[config.mk]
export PLATFORM = sky130hd
export DESIGN_NAME = breakout_core
export DESIGN_NICKNAME = d
export VERILOG_FILES = /design/src/rtl/breakout_pkg.sv /design/src/rtl/breakout_score_ctr.sv /design/src/rtl/breakout_core.sv
export SDC_FILE = /design/constraint.sdc
export NUM_CORES = 1
export LEC_CHECK = 0
export BUFFER_PORTS_ARGS = -buffer_cell sky130_fd_sc_hd__buf_2
export CAP_MARGIN = 20
export CORE_ASPECT_RATIO = 0.9
export CORE_UTILIZATION = 33
export DETAILED_ROUTE_END_ITERATION = 7
export PLACE_DENSITY_LB_ADDON = 0.15
export SLEW_MARGIN = 20
export SYNTH_ARGS = -nofsm -noshare
export SYNTH_HDL_FRONTEND = slang
export SYNTH_SLANG_ARGS = --single-unit
export TNS_END_PERCENT = 50
[constraint.sdc]
create_clock -name CLK -period 7.1 [get_ports CLK]
set_input_delay 0.71 -clock CLK [delete_from_list [all_inputs] [get_ports CLK]]
set_output_delay 0.71 -clock CLK [all_outputs]
set_load 0.03 [all_outputs]
[src/rtl/breakout_pkg.sv]
// Shared types and level-pattern generator for the breakout game engine.
package breakout_pkg;

  typedef enum logic [2:0] {
    SERVE    = 3'd0,
    PLAY     = 3'd1,
    LOST     = 3'd2,
    WIN      = 3'd3,
    GAMEOVER = 3'd4
  } game_state_t;

  typedef logic signed [1:0] dir_t;

  localparam dir_t DIR_NEG  = -2'sd1;
  localparam dir_t DIR_ZERO = 2'sd0;
  localparam dir_t DIR_POS  = 2'sd1;

  localparam int MAP_MAX = 256;

  // 8x2 maps use the hand-drawn reference levels; other sizes get a
  // checkerboard whose phase is flipped by the level bit.
  function automatic logic [MAP_MAX-1:0] level_pattern(input logic level,
                                                       input int cols,
                                                       input int block_rows);
    logic [MAP_MAX-1:0] p;
    logic [MAP_MAX-1:0] one;
    p = '0;
    one = '0;
    one[0] = 1'b1;
    if (cols == 8 && block_rows == 2) begin
      p[15:0] = level ? 16'b0101101001000010 : 16'b0100001001011010;
    end else begin
      for (int r = 0; r < block_rows; r++) begin
        for (int c = 0; c < cols; c++) begin
          if ((r * cols + c) < MAP_MAX && ((((r + c) % 2) == 0) != level))
            p = p | (one << (r * cols + c));
        end
      end
    end
    return p;
  endfunction

endpackage

[src/rtl/breakout_score_ctr.sv]
// Saturating score counter with clear. Define SCORE_BCD_EN for packed-BCD
// counting (W/4 digits, saturates at all nines); otherwise binary.
module breakout_score_ctr #(
  parameter int W = 8
) (
  input  logic         clk_i,
  input  logic         clr_i,
  input  logic         inc_i,
  output logic [W-1:0] score_o
);

  logic [W-1:0] score_q, score_d;

`ifdef SCORE_BCD_EN
  if (W % 4 != 0) begin : g_bad_width
    $error("breakout_score_ctr: W must be a multiple of 4 for BCD counting");
  end

  localparam logic [W-1:0] ALL9 = {(W/4){4'h9}};

  function automatic logic [W-1:0] bcd_inc(input logic [W-1:0] v);
    logic [W-1:0] r;
    logic         c;
    r = v;
    c = 1'b1;
    for (int i = 0; i < W/4; i++) begin
      if (c) begin
        if (r[i*4 +: 4] == 4'd9) begin
          r[i*4 +: 4] = 4'd0;
        end else begin
          r[i*4 +: 4] = r[i*4 +: 4] + 4'd1;
          c = 1'b0;
        end
      end
    end
    return r;
  endfunction

  always_comb begin
    score_d = (score_q == ALL9) ? score_q : bcd_inc(score_q);
  end
`else
  always_comb begin
    score_d = (&score_q) ? score_q : score_q + W'(1);
  end
`endif

  always_ff @(posedge clk_i) begin
    if (clr_i)      score_q <= '0;
    else if (inc_i) score_q <= score_d;
  end

  assign score_o = score_q;

endmodule

[src/rtl/breakout_core.sv]
// Breakout game engine: paddle, ball physics, block map and lives; score
// counting lives in breakout_score_ctr (SCORE_BCD_EN selects BCD).
//   state    | meaning
//   SERVE    | ball rides on the paddle, waiting for launch
//   PLAY     | ball moves one cell per tick
//   LOST     | ball fell out, waiting for a respawn edge
//   WIN      | all blocks cleared, frozen until restart
//   GAMEOVER | no lives left, frozen until restart
module breakout_core
  import breakout_pkg::*;
#(
  parameter int COLS       = 8,
  parameter int ROWS       = 8,
  parameter int BLOCK_ROWS = 2,
  parameter int PADDLE_W   = 3,
  parameter int LIVES      = 4,
  parameter int SCORE_W    = 8
) (
  input  logic                           CLK,
  input  logic                           restart,
  input  logic                           tick,
  input  logic                           btn_left,
  input  logic                           btn_right,
  input  logic                           launch,
  input  logic                           respawn,
  input  logic                           pause,
  input  logic                           level_sel,
  output logic [$clog2(COLS)-1:0]        paddle_x,
  output logic [$clog2(COLS)-1:0]        ball_x,
  output logic [$clog2(ROWS)-1:0]        ball_y,
  output logic [BLOCK_ROWS*COLS-1:0]     block_map,
  output logic [$clog2(LIVES+1)-1:0]     lives,
  output logic [SCORE_W-1:0]             score,
  output logic                           hit,
  output logic [2:0]                     state
);

  localparam int XW       = $clog2(COLS);
  localparam int YW       = $clog2(ROWS);
  localparam int LW       = $clog2(LIVES+1);
  localparam int NB       = BLOCK_ROWS * COLS;
  localparam int PAD_MAX  = COLS - PADDLE_W;
  localparam int PAD_INIT = (COLS - PADDLE_W) / 2;
  localparam int HALF     = PADDLE_W / 2;

  localparam logic [MAP_MAX-1:0] PAT0_FULL = level_pattern(1'b0, COLS, BLOCK_ROWS);
  localparam logic [MAP_MAX-1:0] PAT1_FULL = level_pattern(1'b1, COLS, BLOCK_ROWS);
  localparam logic [NB-1:0]      PAT0      = PAT0_FULL[NB-1:0];
  localparam logic [NB-1:0]      PAT1      = PAT1_FULL[NB-1:0];

  game_state_t   state_q, state_d;
  logic [XW-1:0] paddle_q, paddle_d, bx_q, bx_d;
  logic [YW-1:0] by_q, by_d;
  dir_t          dx_q, dx_d, dy_q, dy_d;
  logic [NB-1:0] map_q, map_d, cell_mask;
  logic [LW-1:0] lives_q, lives_d;
  logic          hit_q, hit_d, score_inc;
  logic          left_q, right_q, resp_q;
  logic          left_rise, right_rise, resp_rise, can_move, blk_hit, on_paddle;
  int            xq, yq, pq, dxw, tx, ty, col, pdx;

  always_comb begin
    state_d   = state_q;
    paddle_d  = paddle_q;
    bx_d      = bx_q;
    by_d      = by_q;
    dx_d      = dx_q;
    dy_d      = dy_q;
    map_d     = map_q;
    lives_d   = lives_q;
    hit_d     = 1'b0;
    score_inc = 1'b0;

    left_rise  = btn_left & ~left_q;
    right_rise = btn_right & ~right_q;
    resp_rise  = respawn & ~resp_q;

    xq  = int'(bx_q);
    yq  = int'(by_q);
    pq  = int'(paddle_q);
    dxw = int'(dx_q);
    if (xq + dxw < 0 || xq + dxw > COLS - 1) dxw = -dxw;
    tx = xq + dxw;
    ty = yq + int'(dy_q);

    cell_mask = '0;
    if (ty >= ROWS - BLOCK_ROWS && ty <= ROWS - 1)
      cell_mask = NB'(1) << ((ROWS - 1 - ty) * COLS + tx);
    blk_hit = |(map_q & cell_mask);

    // Paddle edge columns deflect sideways; bounce off a wall if that points out.
    col       = xq - pq;
    on_paddle = (yq == 1) && (dy_q == DIR_NEG) && (col >= 0) && (col < PADDLE_W);
    pdx       = (col == 0) ? -1 : ((col == PADDLE_W - 1) ? 1 : 0);
    if (xq + pdx < 0 || xq + pdx > COLS - 1) pdx = -pdx;

    can_move = !pause && (state_q == SERVE || state_q == PLAY);
    if (can_move) begin
      if (left_rise && !right_rise && pq > 0)
        paddle_d = paddle_q - XW'(1);
      else if (right_rise && !left_rise && pq < PAD_MAX)
        paddle_d = paddle_q + XW'(1);
    end

    case (state_q)
      SERVE: begin
        bx_d = paddle_d + XW'(HALF);
        by_d = YW'(1);
        if (launch && !pause) begin
          state_d = PLAY;
          dx_d    = DIR_ZERO;
          dy_d    = DIR_POS;
        end
      end
      PLAY: begin
        if (tick && !pause) begin
          dx_d = dir_t'(dxw);
          if (yq == ROWS - 1 && dy_q == DIR_POS) begin
            dy_d = DIR_NEG;
          end else if (blk_hit) begin
            map_d     = map_q & ~cell_mask;
            hit_d     = 1'b1;
            score_inc = 1'b1;
            dy_d      = -dy_q;
          end else if (on_paddle) begin
            dy_d = DIR_POS;
            dx_d = dir_t'(pdx);
          end else begin
            bx_d = XW'(tx);
            by_d = YW'(ty);
            if (ty == 0) begin
              state_d = LOST;
              if (lives_q != '0) lives_d = lives_q - LW'(1);
            end
          end
          if (map_d == '0) state_d = WIN;
        end
      end
      LOST: begin
        if (resp_rise) begin
          if (lives_q != '0) begin
            state_d = SERVE;
            bx_d    = paddle_q + XW'(HALF);
            by_d    = YW'(1);
            dx_d    = DIR_ZERO;
            dy_d    = DIR_POS;
          end else begin
            state_d = GAMEOVER;
          end
        end
      end
      default: ;
    endcase
  end

  always_ff @(posedge CLK) begin
    if (restart) begin
      state_q  <= SERVE;
      paddle_q <= XW'(PAD_INIT);
      bx_q     <= XW'(PAD_INIT + HALF);
      by_q     <= YW'(1);
      dx_q     <= DIR_ZERO;
      dy_q     <= DIR_POS;
      map_q    <= level_sel ? PAT1 : PAT0;
      lives_q  <= LW'(LIVES);
      hit_q    <= 1'b0;
    end else begin
      state_q  <= state_d;
      paddle_q <= paddle_d;
      bx_q     <= bx_d;
      by_q     <= by_d;
      dx_q     <= dx_d;
      dy_q     <= dy_d;
      map_q    <= map_d;
      lives_q  <= lives_d;
      hit_q    <= hit_d;
    end
    // Edge detectors follow the inputs in both branches so restart never fakes an edge.
    left_q  <= btn_left;
    right_q <= btn_right;
    resp_q  <= respawn;
  end

  breakout_score_ctr #(.W(SCORE_W)) u_score (
    .clk_i   (CLK),
    .clr_i   (restart),
    .inc_i   (score_inc),
    .score_o (score)
  );

  assign paddle_x  = paddle_q;
  assign ball_x    = bx_q;
  assign ball_y    = by_q;
  assign block_map = map_q;
  assign lives     = lives_q;
  assign hit       = hit_q;
  assign state     = state_q;

endmodule

Word level (Yosys, flattened, before mapping)

Cells that the tools add are included.

Register bits after elaboration: 47
Input bits: 9
Output and inout port bits: 40
Word-level logic and storage cells: 166

$add $sub $neg: 15
Order comparisons: 10
Eq/ne operators: 19
Shifts and indexed selects: 1
Mux-type cells: 60
Bitwise logic cells: 13
Reduce and logical (&&, ||, !) cells: 35

Operators by type and width:

| operator                                                       | number |
|---|---|
| 2-to-1 mux 16 bit                                              | 8 |
| 2-to-1 mux 3 bit                                               | 24 |
| adder 4 x 32 -> 32 bit                                         | 2 |
| logical NOT 32 bit                                             | 2 |
| 2-to-1 mux 32 bit                                              | 2 |
| adder 9 x 32 -> 32 bit                                         | 1 |
| bitwise AND 16 bit                                             | 2 |
| greater-than comparator 32 x 4 -> 1 bit, second input constant | 1 |
| less-than comparator 32 x 1 -> 1 bit, second input constant    | 1 |
| negator 2 -> 32 bit                                            | 1 |
| << shifter 1 x 32 -> 16 bit, first input constant              | 1 |
| 2-to-1 mux 2 bit                                               | 15 |
| case mux 3 bit (3 select lines)                                | 3 |
| logical NOT 16 bit                                             | 1 |
| NOT 16 bit                                                     | 1 |
| AND reduction 8 bit                                            | 2 |
| OR reduction 16 bit                                            | 1 |
| AND reduction 7 bit                                            | 2 |
| 2-to-1 mux 13 bit                                              | 1 |
| logical AND 1 bit                                              | 12 |
| case mux 2 bit (3 select lines)                                | 2 |
| adder 4 x 2 -> 5 bit                                           | 2 |
| != test 2 bit, second input constant                           | 5 |
| != test 3 x 2 -> 1 bit, second input constant                  | 3 |
| other kinds (33)                                               | 58 |

Longest topological paths before layout

Gate-level depths: netlist (run 1).

Depth after elaboration: 18
Gate-level depth with buffers: 30
Depth with buffers taken out: 28

Modules after synthesis

Synthesis (run 1) repeated with hierarchy kept, for this count alone.

Cell total of the unflattened synthesis: 723
Area total of the unflattened synthesis: 5710.5 um^2

By module, submodules not included:

| module             | instances | cells each | area an instance (um^2) | seq. area each (um^2) |
|---|---|---|---|---|
| breakout_core      | 1         | 678        | 5270.1                  | 940.9 |
| breakout_score_ctr | 1         | 45         | 440.4                   | 160.2 |

Worst setup path after synthesis (run 1)

OpenSTA, ideal clock, no wires.

Path type: flip-flop to flip-flop
From: register bx_q[2] (netlist: ball_x[2])
To: register state_q[0] (netlist: state[0])
Arrival: 6.673 ns
Data required time: 7.009 ns
Path slack: 0.336 ns
Cell stages (with the launch flop): 29
Clock period less this slack: 6.764 ns
Cell sequence: dfxtp_1 -> inv_1 -> ha_1 -> nor2_1 -> a211o_1 -> a21oi_1 -> a21oi_1 -> ha_1 -> o21bai_1 -> nand2_1 -> inv_1 -> ha_1 -> inv_1 -> ha_1 -> inv_1 -> ha_1 -> a21oi_1 -> o21ai_1 -> o31a_1 -> o31ai_1 -> mux2_2 -> a211oi_2 -> nand4_4 -> buf_6 -> o31ai_2 -> nand4_1 -> a2111oi_2 -> nand3_1 -> a311oi_1

Cells in the longest elaborated chain, start to end: 18
Elaborated cells on any way between the ends: 31
Those cells by class: add/sub (4); order compare (4); eq/ne (4); shift (1); mux (9); bitwise (3); reduce/logical (6)

RTL lines:

| element                                                                                              | line                 | source |
|---|---|---|
| from (decl)                                                                                          | breakout_core.sv:52  | `logic [XW-1:0] paddle_q, paddle_d, bx_q, bx_d;` |
| from (signal assigned)                                                                               | breakout_core.sv:160 | `bx_q <= XW'(PAD_INIT + HALF);` |
| adder 4 x 2 -> 5 bit                                                                                 | breakout_core.sv:82  | `if (xq + dxw < 0 \|\| xq + dxw > COLS - 1) dxw = -dxw;` |
| less-than comparator 5 x 1 -> 1 bit / greater-than comparator 5 x 4 -> 1 bit (equally long branches) | breakout_core.sv:82  |  |
| logical OR 1 bit                                                                                     | breakout_core.sv:82  |  |
| 2-to-1 mux 32 bit                                                                                    | breakout_core.sv:82  |  |
| adder 4 x 32 -> 32 bit                                                                               | breakout_core.sv:83  | `tx = xq + dxw;` |
| adder 9 x 32 -> 32 bit                                                                               | breakout_core.sv:88  | `cell_mask = NB'(1) << ((ROWS - 1 - ty) * COLS + tx);` |
| << shifter 1 x 32 -> 16 bit                                                                          | breakout_core.sv:88  |  |
| 2-to-1 mux 16 bit                                                                                    | breakout_core.sv:87  | `if (ty >= ROWS - BLOCK_ROWS && ty <= ROWS - 1)` |
| (+2 left out)                                                                                        | -                    |  |
| 2-to-1 mux 16 bit                                                                                    | breakout_core.sv:120 | `end else if (blk_hit) begin` |
| 2-to-1 mux 16 bit                                                                                    | breakout_core.sv:118 | `if (yq == ROWS - 1 && dy_q == DIR_POS) begin` |
| 2-to-1 mux 16 bit                                                                                    | breakout_core.sv:116 | `if (tick && !pause) begin` |
| 2-to-1 mux 16 bit                                                                                    | breakout_core.sv:105 | `case (state_q)` |
| logical NOT 16 bit                                                                                   | breakout_core.sv:136 | `if (map_d == '0) state_d = WIN;` |
| 2-to-1 mux 3 bit                                                                                     | breakout_core.sv:136 |  |
| 2-to-1 mux 3 bit                                                                                     | breakout_core.sv:116 |  |
| case mux 3 bit (3 select lines)                                                                      | breakout_core.sv:105 |  |
| to (signal assigned)                                                                                 | breakout_core.sv:168 | `state_q <= state_d;` |
| to (decl)                                                                                            | breakout_core.sv:51  | `game_state_t state_q, state_d;` |

Parallel ways exist; a longest one is shown, timed or not. The select of a mux whose other input is x is not followed.
A chain may end at the register's enable or synchronous reset.

Final worst setup path (run 1)

From: register bx_q[0] (netlist: ball_x[0])
To: register state_q[0] (netlist: state[0])

Same word-level chain as after synthesis.

==> flow_metrics.env, run 1 <==
export IMPL_num_io_pins=49
export IMPL_place_hpwl_mm=11.9
export IMPL_nets=776
export IMPL_cp_required_ps=7300
export IMPL_cts_tree="built"
export IMPL_fp_dieH_um=122
export IMPL_placed_cell_area_sq_mm=0.00568
export IMPL_cp_common_cell="ha_1"
export IMPL_cts_max_level=2
export IMPL_start_util=0.339
export IMPL_wire_per_inst_um=16.9
export IMPL_drtIter0Drc=397
export IMPL_clk_latency_ps=300
export IMPL_drc_errors=0
export IMPL_netlist_area_sq_mm=0.00525
export IMPL_synth_most_common_cell="ha_1"
export IMPL_setup_viol=0
export IMPL_yosysSeqAreaShare=0.210
export IMPL_max_stage_delay_ps=440
export IMPL_clkSlewWorstSetupHoldPaths_ps=70
export IMPL_placementRows=43
export IMPL_grt_max_degree=48
export IMPL_antenna_found_initial=0
export IMPL_critical_path_class="reg -> reg"
export IMPL_setup_tns_final_ps=0
export IMPL_grt_overflow_total=0
export IMPL_via_per_inst=5.66
export IMPL_slew_headroom=0.377
export IMPL_synth_avg_cell_area_sq_um=8.09
export IMPL_worstMarginPinSlew_ps=930
export IMPL_period_share=0.942
export IMPL_grt_usage=0.188
export IMPL_cp_num_buf_inv=3
export IMPL_layout_drive_gt1_share=0.148
export IMPL_grt_pass1_vias=4781
export IMPL_ys_flop_type="dfxtp_1"
export IMPL_synth_top_area_frac=0.174
export IMPL_synth_top_cell_by_area="ha_1"
export IMPL_finalWirelength_mm=15.1
export IMPL_endpoint_kind="register"
export IMPL_yosysWarningCount=0
export IMPL_cts_made_buffers=5
export IMPL_coreArea_sq_mm=0.0155
export IMPL_synth_area_leaders="ha_1 17%, dfxtp_1 12%, edfxtp_1 9.2%"
export IMPL_portBuffers=48
export IMPL_syn_to_final_growth_pct=12.4
export IMPL_ir_drop_uv=83.8
export IMPL_synth_edf_count=16
export IMPL_async_reset_ff_frac=0
export IMPL_ant_nets=0
export IMPL_num_antenna_cells=0
export IMPL_numClockSinks=47
export IMPL_slew_violations=0
export IMPL_worstPathMaxFanout=18
export IMPL_cts_buffer_depth=2
export IMPL_critPathSlowestCell="ha_1"
export IMPL_p_per_area_mw_per_mm2=127
export IMPL_max_cap_violations=0
export IMPL_finalCriticalPeriod_ps=6690
export IMPL_yosysUniqueCellTypes=70
export IMPL_die_w_um=135
export IMPL_status="completed"
export IMPL_place_worst_setup_slack_ps=96.1
export IMPL_path_delay_family="compound AO/OA/AOI/OAI gates"
export IMPL_leakagePower_nw=2.50
export IMPL_syn_num_nets=737
export IMPL_critPathLaunchType="register"
export IMPL_clock_skew_ps=12.8
export IMPL_vias=5044
export IMPL_synthTopCellsByCount="73 x ha_1, 68 x nor2_1, 56 x a21oi_1"
export IMPL_syn_inst=649
export IMPL_final_setup_worst_slack_ps=411
export IMPL_dr_pass1_iters=6
export IMPL_instances_no_fill=891
export IMPL_synth_seq_cells=47
export IMPL_power_total_mw=0.748
export IMPL_clockRootBuffer="clkbuf_16"
export IMPL_cp_arrival_ps=6890
export IMPL_grt_pass1_wl_mm=24.4
export IMPL_place_inst=882
export IMPL_die_area_sq_mm=0.0164
export IMPL_hold_path_class="reg -> reg"
export IMPL_final_hold_violation_count=0
export IMPL_routabilityCongestion=1.02
export IMPL_fmax_mhz=150
export IMPL_fin_area_sq_mm=0.00590
## cell type report
type	count	area, sq um
Sequential cell	47	1100
Inverter	45	169
Multi-Input combinational cell	530	3900
Tap cell	202	253
Clock inverter	2	11.3
Fill cell	1599	9600
Timing Repair Buffer	59	335
Clock buffer	6	129
## worst min-delay path, delay by kind of cell, from the launching register on
kind,cells,cell delay [ps]
simple gates,1,60
compound gates,1,50
flops,1,340
## metrics by stage
step / utilization / hold WS (ps)
6_report: 0.380 / 497
5_1_grt: 0.380 / 512
4_1_cts: 0.376 / 504
3_5_place_dp: 0.367 / 487
3_3_place_gp: 0.367 / 480
2_1_floorplan: - / 470
## sequential cells by signal (all words and copies together) (netlist names)
signal,flops
hit,1
block_map,16
left_q,1
dx_q,2
lives,3
resp_q,1
paddle_x,3
dy_q,2
right_q,1
ball_y,3
state,3
u_score.score_o,8
ball_x,3
## placed cells by master (no fill, tap or decap), drive strengths merged, types with 7 or more instances in the layout
| master | synthesis | layout |
|---|---|---|
| o21a | 9 | 9 |
| edfxtp | 16 | 16 |
| nand2b | 13 | 13 |
| xor2 | 7 | 7 |
| a21oi | 56 | 56 |
| inv | 45 | 46 |
| nand2 | 42 | 42 |
| nand3 | 21 | 21 |
| nand4 | 19 | 19 |
| buf | 15 | 59 |
| a211oi | 9 | 9 |
| a31oi | 8 | 8 |
| nor2 | 68 | 68 |
| nor3 | 15 | 15 |
| o21ai | 37 | 37 |
| dfxtp | 31 | 31 |
| a21o | 10 | 10 |
| ha | 73 | 73 |
| and3 | 7 | 7 |
| xnor2 | 20 | 20 |
| o31ai | 16 | 16 |
## worst paths after layout
check / startpoint / end / slack [ps] / cells past startpoint
setup / recovery: ball_x[0] / state[0] / 410 / 26
hold / removal: u_score.score_o[1] / u_score.score_o[1] / 500 / 2
setup reg to reg: ball_x[0] / state[0] / 410 / 26
hold reg to reg: u_score.score_o[1] / u_score.score_o[1] / 500 / 2
## routing by layer
metal / global-route usage / wire, um / vias up
met1: 0.263 / 7360 / 2388
met5: 0 / 0 / -
met2: 0.294 / 6570 / 166
li1: - / - / 2470
met3: 0.0370 / 955 / 20
met4: 0.0456 / 179 / 0
## power breakdown
| part | total, mW | internal (mW) | leakage, nW | switching, mW |
|---|---|---|---|---|
| sequential | 0.305 | 0.291 | 0.402 | 0.0143 |
| combinational | 0.209 | 0.0803 | 2.03 | 0.129 |
| clock | 0.234 | 0.130 | 0.0712 | 0.104 |
## logic make-up (layout without fill, tap and decap cells)
| group | Yosys count | count (layout) | share of synthesized area |
|---|---|---|---|
| AO/OA/AOI/OAI | 190 | 190 | 0.239 |
| XOR/XNOR | 27 | 27 | 0.0451 |
| adder cells (fa/ha/maj) | 79 | 79 | 0.197 |
| buffers and inverters | 72 | 112 | 0.0577 |
| flip-flops | 47 | 47 | 0.210 |
| multiplexers | 11 | 11 | 0.0334 |
| AND/OR/NAND/NOR | 223 | 223 | 0.218 |
## timing repair
action / 4_1_cts / 5_1_grt
endpoints found under the setup margin: 0 / 10
buffers inserted: 0 / 1
hold buffers: 0 / 0
resized for setup: 0 / 14
hold endpoints to repair: 0 / 0
Note: power is estimated with default switching activity, not from simulation.
==> inputs of run 2 (changes only) <==
--- a/config.mk
+++ b/config.mk
@@ -7,6 +7,8 @@
 export LEC_CHECK = 0
 export BUFFER_PORTS_ARGS = -buffer_cell sky130_fd_sc_hd__buf_2
 export CAP_MARGIN = 20
+export CELL_PAD_IN_SITES_DETAIL_PLACEMENT = 1
+export CELL_PAD_IN_SITES_GLOBAL_PLACEMENT = 2
 export CORE_ASPECT_RATIO = 0.9
 export CORE_UTILIZATION = 33
 export DETAILED_ROUTE_END_ITERATION = 7
==> run 2 against run 1 <==
Effect of this change:
- fmax is 0.81% higher
- sequential power hardly changed
- clock skew fell by 6.8 ps
- die area unchanged
- flip-flop and latch count is the same
- non-clock buffer count increased by 4
- combinational power is 2% higher
- power grew 4.0%
- routed wire length grew 15%
- first-iteration DRC count shrank 29%
- critical path type unchanged
- largest power group unchanged
==> flow_metrics.env, run 2 (same netlist as run 1, synthesis figures left out) <==
export IMPL_vias=5085
export IMPL_final_hold_violation_count=0
export IMPL_coreArea_sq_mm=0.0155
export IMPL_routabilityCongestion=0.947
export IMPL_clockRootBuffer="clkbuf_16"
export IMPL_critPathLaunchType="register"
export IMPL_hold_path_class="reg -> reg"
export IMPL_grt_max_degree=48
export IMPL_critical_path_class="reg -> reg"
export IMPL_whs_ps=498
export IMPL_slew_violations=0
export IMPL_worstPathMaxFanout=18
export IMPL_drtIter0Drc=280
export IMPL_endpoint_kind="register"
export IMPL_mostFrequentLayoutCells="72 x ha_1, 68 x nor2_1, 54 x a21oi_1"
export IMPL_leakagePower_nw=2.52
export IMPL_cts_tree="built"
export IMPL_cts_max_level=2
export IMPL_portBuffers=48
export IMPL_cts_made_buffers=5
export IMPL_nets=780
export IMPL_grt_usage=0.221
export IMPL_p_per_area_mw_per_mm2=131
export IMPL_grt_overflow_total=0
export IMPL_num_antenna_cells=0
export IMPL_cp_arrival_ps=6790
export IMPL_grt_pass1_wl_mm=28.4
export IMPL_grt_pass1_vias=5076
export IMPL_syn_to_final_growth_pct=13.0
export IMPL_antenna_found_initial=0
export IMPL_cts_buffer_depth=2
export IMPL_worstMarginPinSlew_ps=980
export IMPL_die_w_um=135
export IMPL_clock_skew_ps=5.96
export IMPL_utilization=0.383
export IMPL_drc_errors=0
export IMPL_place_hpwl_mm=13.8
export IMPL_dr_pass1_iters=5
export IMPL_status="completed"
export IMPL_cp_required_ps=7260
export IMPL_via_per_inst=5.68
export IMPL_num_io_pins=49
export IMPL_start_util=0.339
export IMPL_fmax_mhz=151
export IMPL_critPathSlowestCell="a31oi_1"
export IMPL_layout_drive_gt1_share=0.150
export IMPL_ant_nets=0
export IMPL_ir_drop_uv=96.8
export IMPL_final_common_cell="ha_1"
export IMPL_cp_common_cell="ha_1"
export IMPL_largest_reg_flops=16
export IMPL_slew_headroom=0.344
export IMPL_finalWirelength_mm=17.3
export IMPL_numClockSinks=47
export IMPL_wire_per_inst_um=19.4
export IMPL_setup_viol=0
export IMPL_max_stage_delay_ps=640
export IMPL_finalCriticalPeriod_ps=6630
export IMPL_die_area_sq_mm=0.0164
export IMPL_cts_hold_buf=0
export IMPL_max_cap_violations=0
export IMPL_clkSlewWorstSetupHoldPaths_ps=70
export IMPL_fp_dieH_um=122
export IMPL_placementRows=43
export IMPL_period_share=0.934
export IMPL_clk_latency_ps=310
[run 2: critical path, delay by kind of cell (launching register included)]
kind | cells | cell delay [ps]
fa+ha+maj | 6 | 1700
buf+inv | 6 | 850
compound gates | 12 | 3040
flops | 1 | 350
xor+xnor | 1 | 210
simple gates | 4 | 330
[run 2: path summary, 6_finish.rpt]
| path | startpoint | to | slack [ps] | cells after the start |
|---|---|---|---|---|
| setup / recovery | ball_x[0] | ball_x[2] | 470 | 29 |
| setup reg to reg | ball_x[0] | ball_x[2] | 470 | 29 |
| hold reg to reg | u_score.score_o[1] | u_score.score_o[1] | 500 | 2 |
| hold / removal | u_score.score_o[1] | u_score.score_o[1] | 500 | 2 |
[run 2: timing repair]
action,in CTS,in global routing
resized for setup,0,12
endpoints found under the setup margin,0,14
setup buffers,0,2
[run 2: per-stage QoR]
| step | area, sq um | total power, mW | instances | TNS, ps | setup slack (ps) |
|---|---|---|---|---|---|
| 2_1_floorplan | 5250 | 0.461 | 649 | 0 | 336 |
| 4_1_cts | 5860 | 0.787 | 893 | 0 | 79.3 |
| 3_3_place_gp | 5700 | 0.515 | 885 | 0 | 373 |
| 3_5_place_dp | 5700 | 0.524 | 885 | 0 | 100 |
| 6_report | 5930 | 0.778 | 895 | 0 | 465 |
| 5_1_grt | 5930 | 0.821 | 895 | -28.6 | -27.5 |
[run 2: area by class of cell]
| class | count | area [sq um] |
|---|---|---|
| fill | 1887 | 9560 |
| multi-input combinational | 530 | 3890 |
| sequential | 47 | 1100 |
| timing repair buffer | 63 | 365 |
| tap | 202 | 253 |
| inverter | 45 | 169 |
| clock buffer | 5 | 125 |
| clock inverter | 3 | 27.5 |
[run 2: power breakdown]
group          internal, mW  total, mW  switching, mW
registers             0.290      0.305         0.0151
logic                0.0811      0.213          0.132
clock network         0.135      0.260          0.125
total                 0.506      0.778          0.272
[run 2: routing by layer]
layer,part of all wire,track usage
met1,0.51,0.333
met2,0.44,0.337
met3,0.043,0.0266
met4,0.0085,0.0407
met5,0,0
==> inputs of run 3 (changes only) <==
--- a/config.mk
+++ b/config.mk
@@ -9,7 +9,7 @@
 export CAP_MARGIN = 20
 export CELL_PAD_IN_SITES_DETAIL_PLACEMENT = 1
 export CELL_PAD_IN_SITES_GLOBAL_PLACEMENT = 2
-export CORE_ASPECT_RATIO = 0.9
+export CORE_ASPECT_RATIO = 1.5
 export CORE_UTILIZATION = 33
 export DETAILED_ROUTE_END_ITERATION = 7
 export PLACE_DENSITY_LB_ADDON = 0.15
==> run 3 against run 2 <==
Effect of this change:
- final area rose by 0.13%
- hold slack better by 7.7 ps
- power is 0.24% higher
- clock skew rose by 5.5 ps
- clock power is essentially flat
- critical path depth down 1
- worst setup slack worse by 45 ps
- core utilization down 0.27 points
- largest cell class unchanged
- largest power group unchanged
==> flow_metrics.env, run 3 (same netlist as run 1, synthesis figures left out) <==
export IMPL_ant_nets=0
export IMPL_placed_cell_area_sq_mm=0.00569
export IMPL_leakagePower_nw=2.52
export IMPL_grt_pass1_vias=5513
export IMPL_max_cap_violations=0
export IMPL_hold_path_class="reg -> reg"
export IMPL_antenna_found_initial=0
export IMPL_drtIter0Drc=175
export IMPL_reg2reg_to="state[0]"
export IMPL_num_antenna_cells=0
export IMPL_grt_max_degree=48
export IMPL_grt_overflow_total=0
export IMPL_vias=5096
export IMPL_dr_pass1_iters=4
export IMPL_slew_headroom=0.358
export IMPL_cp_arrival_ps=6870
export IMPL_cts_tree="built"
export IMPL_drc_errors=0
export IMPL_max_stage_delay_ps=410
export IMPL_ff2ff_path_depth=28
export IMPL_cp_required_ps=7300
export IMPL_ir_drop_uv=145
export IMPL_mostFrequentLayoutCells="72 x ha_1, 66 x nor2_1, 54 x a21oi_1"
export IMPL_coreArea_sq_mm=0.0156
export IMPL_grt_usage=0.218
export IMPL_final_hold_violation_count=0
export IMPL_use_met3=0.0162
export IMPL_die_area_sq_mm=0.0164
export IMPL_numClockSinks=47
export IMPL_start_util=0.336
export IMPL_placementRows=56
export IMPL_gr_usage_met2=0.439
export IMPL_finalWirelength_mm=17.6
export IMPL_cts_buffer_depth=2
export IMPL_clock_skew_ps=11.4
export IMPL_grt_pass1_wl_mm=28.2
export IMPL_crit_start="ball_x[0]"
export IMPL_portBuffers=48
export IMPL_cp_common_cell="a21oi_1"
export IMPL_routabilityCongestion=0.931
export IMPL_final_common_cell="ha_1"
export IMPL_fin_area_sq_mm=0.00594
export IMPL_layout_drive_gt1_share=0.148
export IMPL_period_share=0.941
export IMPL_r2r_setup_slack_ps=420
export IMPL_clkSlewWorstSetupHoldPaths_ps=70
export IMPL_cts_made_buffers=5
export IMPL_cts_max_level=2
export IMPL_worstMarginPinSlew_ps=960
export IMPL_clockRootBuffer="clkbuf_16"
export IMPL_r2r_start="ball_x[0]"
export IMPL_setup_viol=0
export IMPL_place_hpwl_mm=14.4
export IMPL_largest_reg_flops=16
export IMPL_syn_to_final_growth_pct=13.2
export IMPL_num_io_pins=49
export IMPL_nets=777
export IMPL_fillers=1923
export IMPL_endpoint_kind="register"
export IMPL_crit_path_end="state[0]"
export IMPL_slew_violations=0
export IMPL_critical_path_class="reg -> reg"
export IMPL_p_per_area_mw_per_mm2=131
export IMPL_fmax_mhz=150
export IMPL_die_w_um=105
export IMPL_finalCriticalPeriod_ps=6680
export IMPL_place_inst=884
export IMPL_grt_busiest_layer="met2"
export IMPL_instances_no_fill=893
export IMPL_critPathSlowestCell="fa_1"
export IMPL_wire_per_inst_um=19.7
export IMPL_via_per_inst=5.71
export IMPL_clk_latency_ps=300
export IMPL_worstPathMaxFanout=18
export IMPL_grt_use_met1=0.213
export IMPL_status="completed"
export IMPL_critPathLaunchType="register"
export IMPL_fp_dieH_um=156
-- run 3: repair_timing --
action                                  4_1_cts  5_1_grt
resized for setup                             0       16
setup buffers                                 0        1
endpoints found under the setup margin        0       17
hold buffers                                  0        0
-- run 3: critical path, delay by kind of cell (launching register included) --
family | cells | cell delay [ps]
simple gates | 3 | 510
compound gates | 12 | 2800
buf+inv | 6 | 740
flops | 1 | 340
mux | 1 | 390
fa+ha+maj | 6 | 1760
-- run 3: routing by layer --
metal | up-vias | routed length, um
met2 | 109 | 9710
met1 | 2471 | 6470
met3 | 53 | 365
met5 | - | 0
li1 | 2463 | -
met4 | 0 | 1030
-- run 3: where the power goes --
part           total (mW)  switching, mW  internal, mW
Clock               0.262          0.110         0.152
Sequential          0.304         0.0139         0.290
Combinational       0.214          0.133        0.0810
Total               0.780          0.256         0.524
-- run 3: worst min-delay path by stage --
| stage | startpoint | to | slack, ps | cells past startpoint |
|---|---|---|---|---|
| 2_1_floorplan | dx_q[0] | dx_q[0] | 470 | 2 |
| 3_5_place_dp | u_score.score_o[1] | u_score.score_o[1] | 490 | 2 |
| 3_3_place_gp | u_score.score_o[1] | u_score.score_o[1] | 490 | 2 |
| 6_report | u_score.score_o[1] | u_score.score_o[1] | 510 | 2 |
| 4_1_cts | u_score.score_o[1] | u_score.score_o[1] | 500 | 2 |
| 5_1_grt | u_score.score_o[1] | u_score.score_o[1] | 530 | 2 |
-- run 3: per-stage QoR --
step	worst slack (ps)	utilization	power [mW]	hold slack [ps]	TNS, ps
after global placement	327	0.364	0.513	490	0
after CTS	59.8	0.375	0.788	502	0
final	420	0.380	0.780	506	0
after global routing	-23.2	0.380	0.823	525	-23.2
after floorplan	336	-	0.461	470	0
after detailed placement	93.2	0.364	0.524	491	0
-- run 3: final cells by class --
| cell class | instances | area [sq um] | area share |
|---|---|---|---|
| Multi-Input combinational cell | 530 | 3910 | 0.658 |
| Timing Repair Buffer | 60 | 343 | 0.0577 |
| Clock buffer | 6 | 150 | 0.0253 |
| Inverter | 45 | 169 | 0.0284 |
| Clock inverter | 2 | 13.8 | 0.00232 |
| Sequential cell | 47 | 1100 | 0.185 |
| Tap cell | 203 | 254 | 0.0428 |
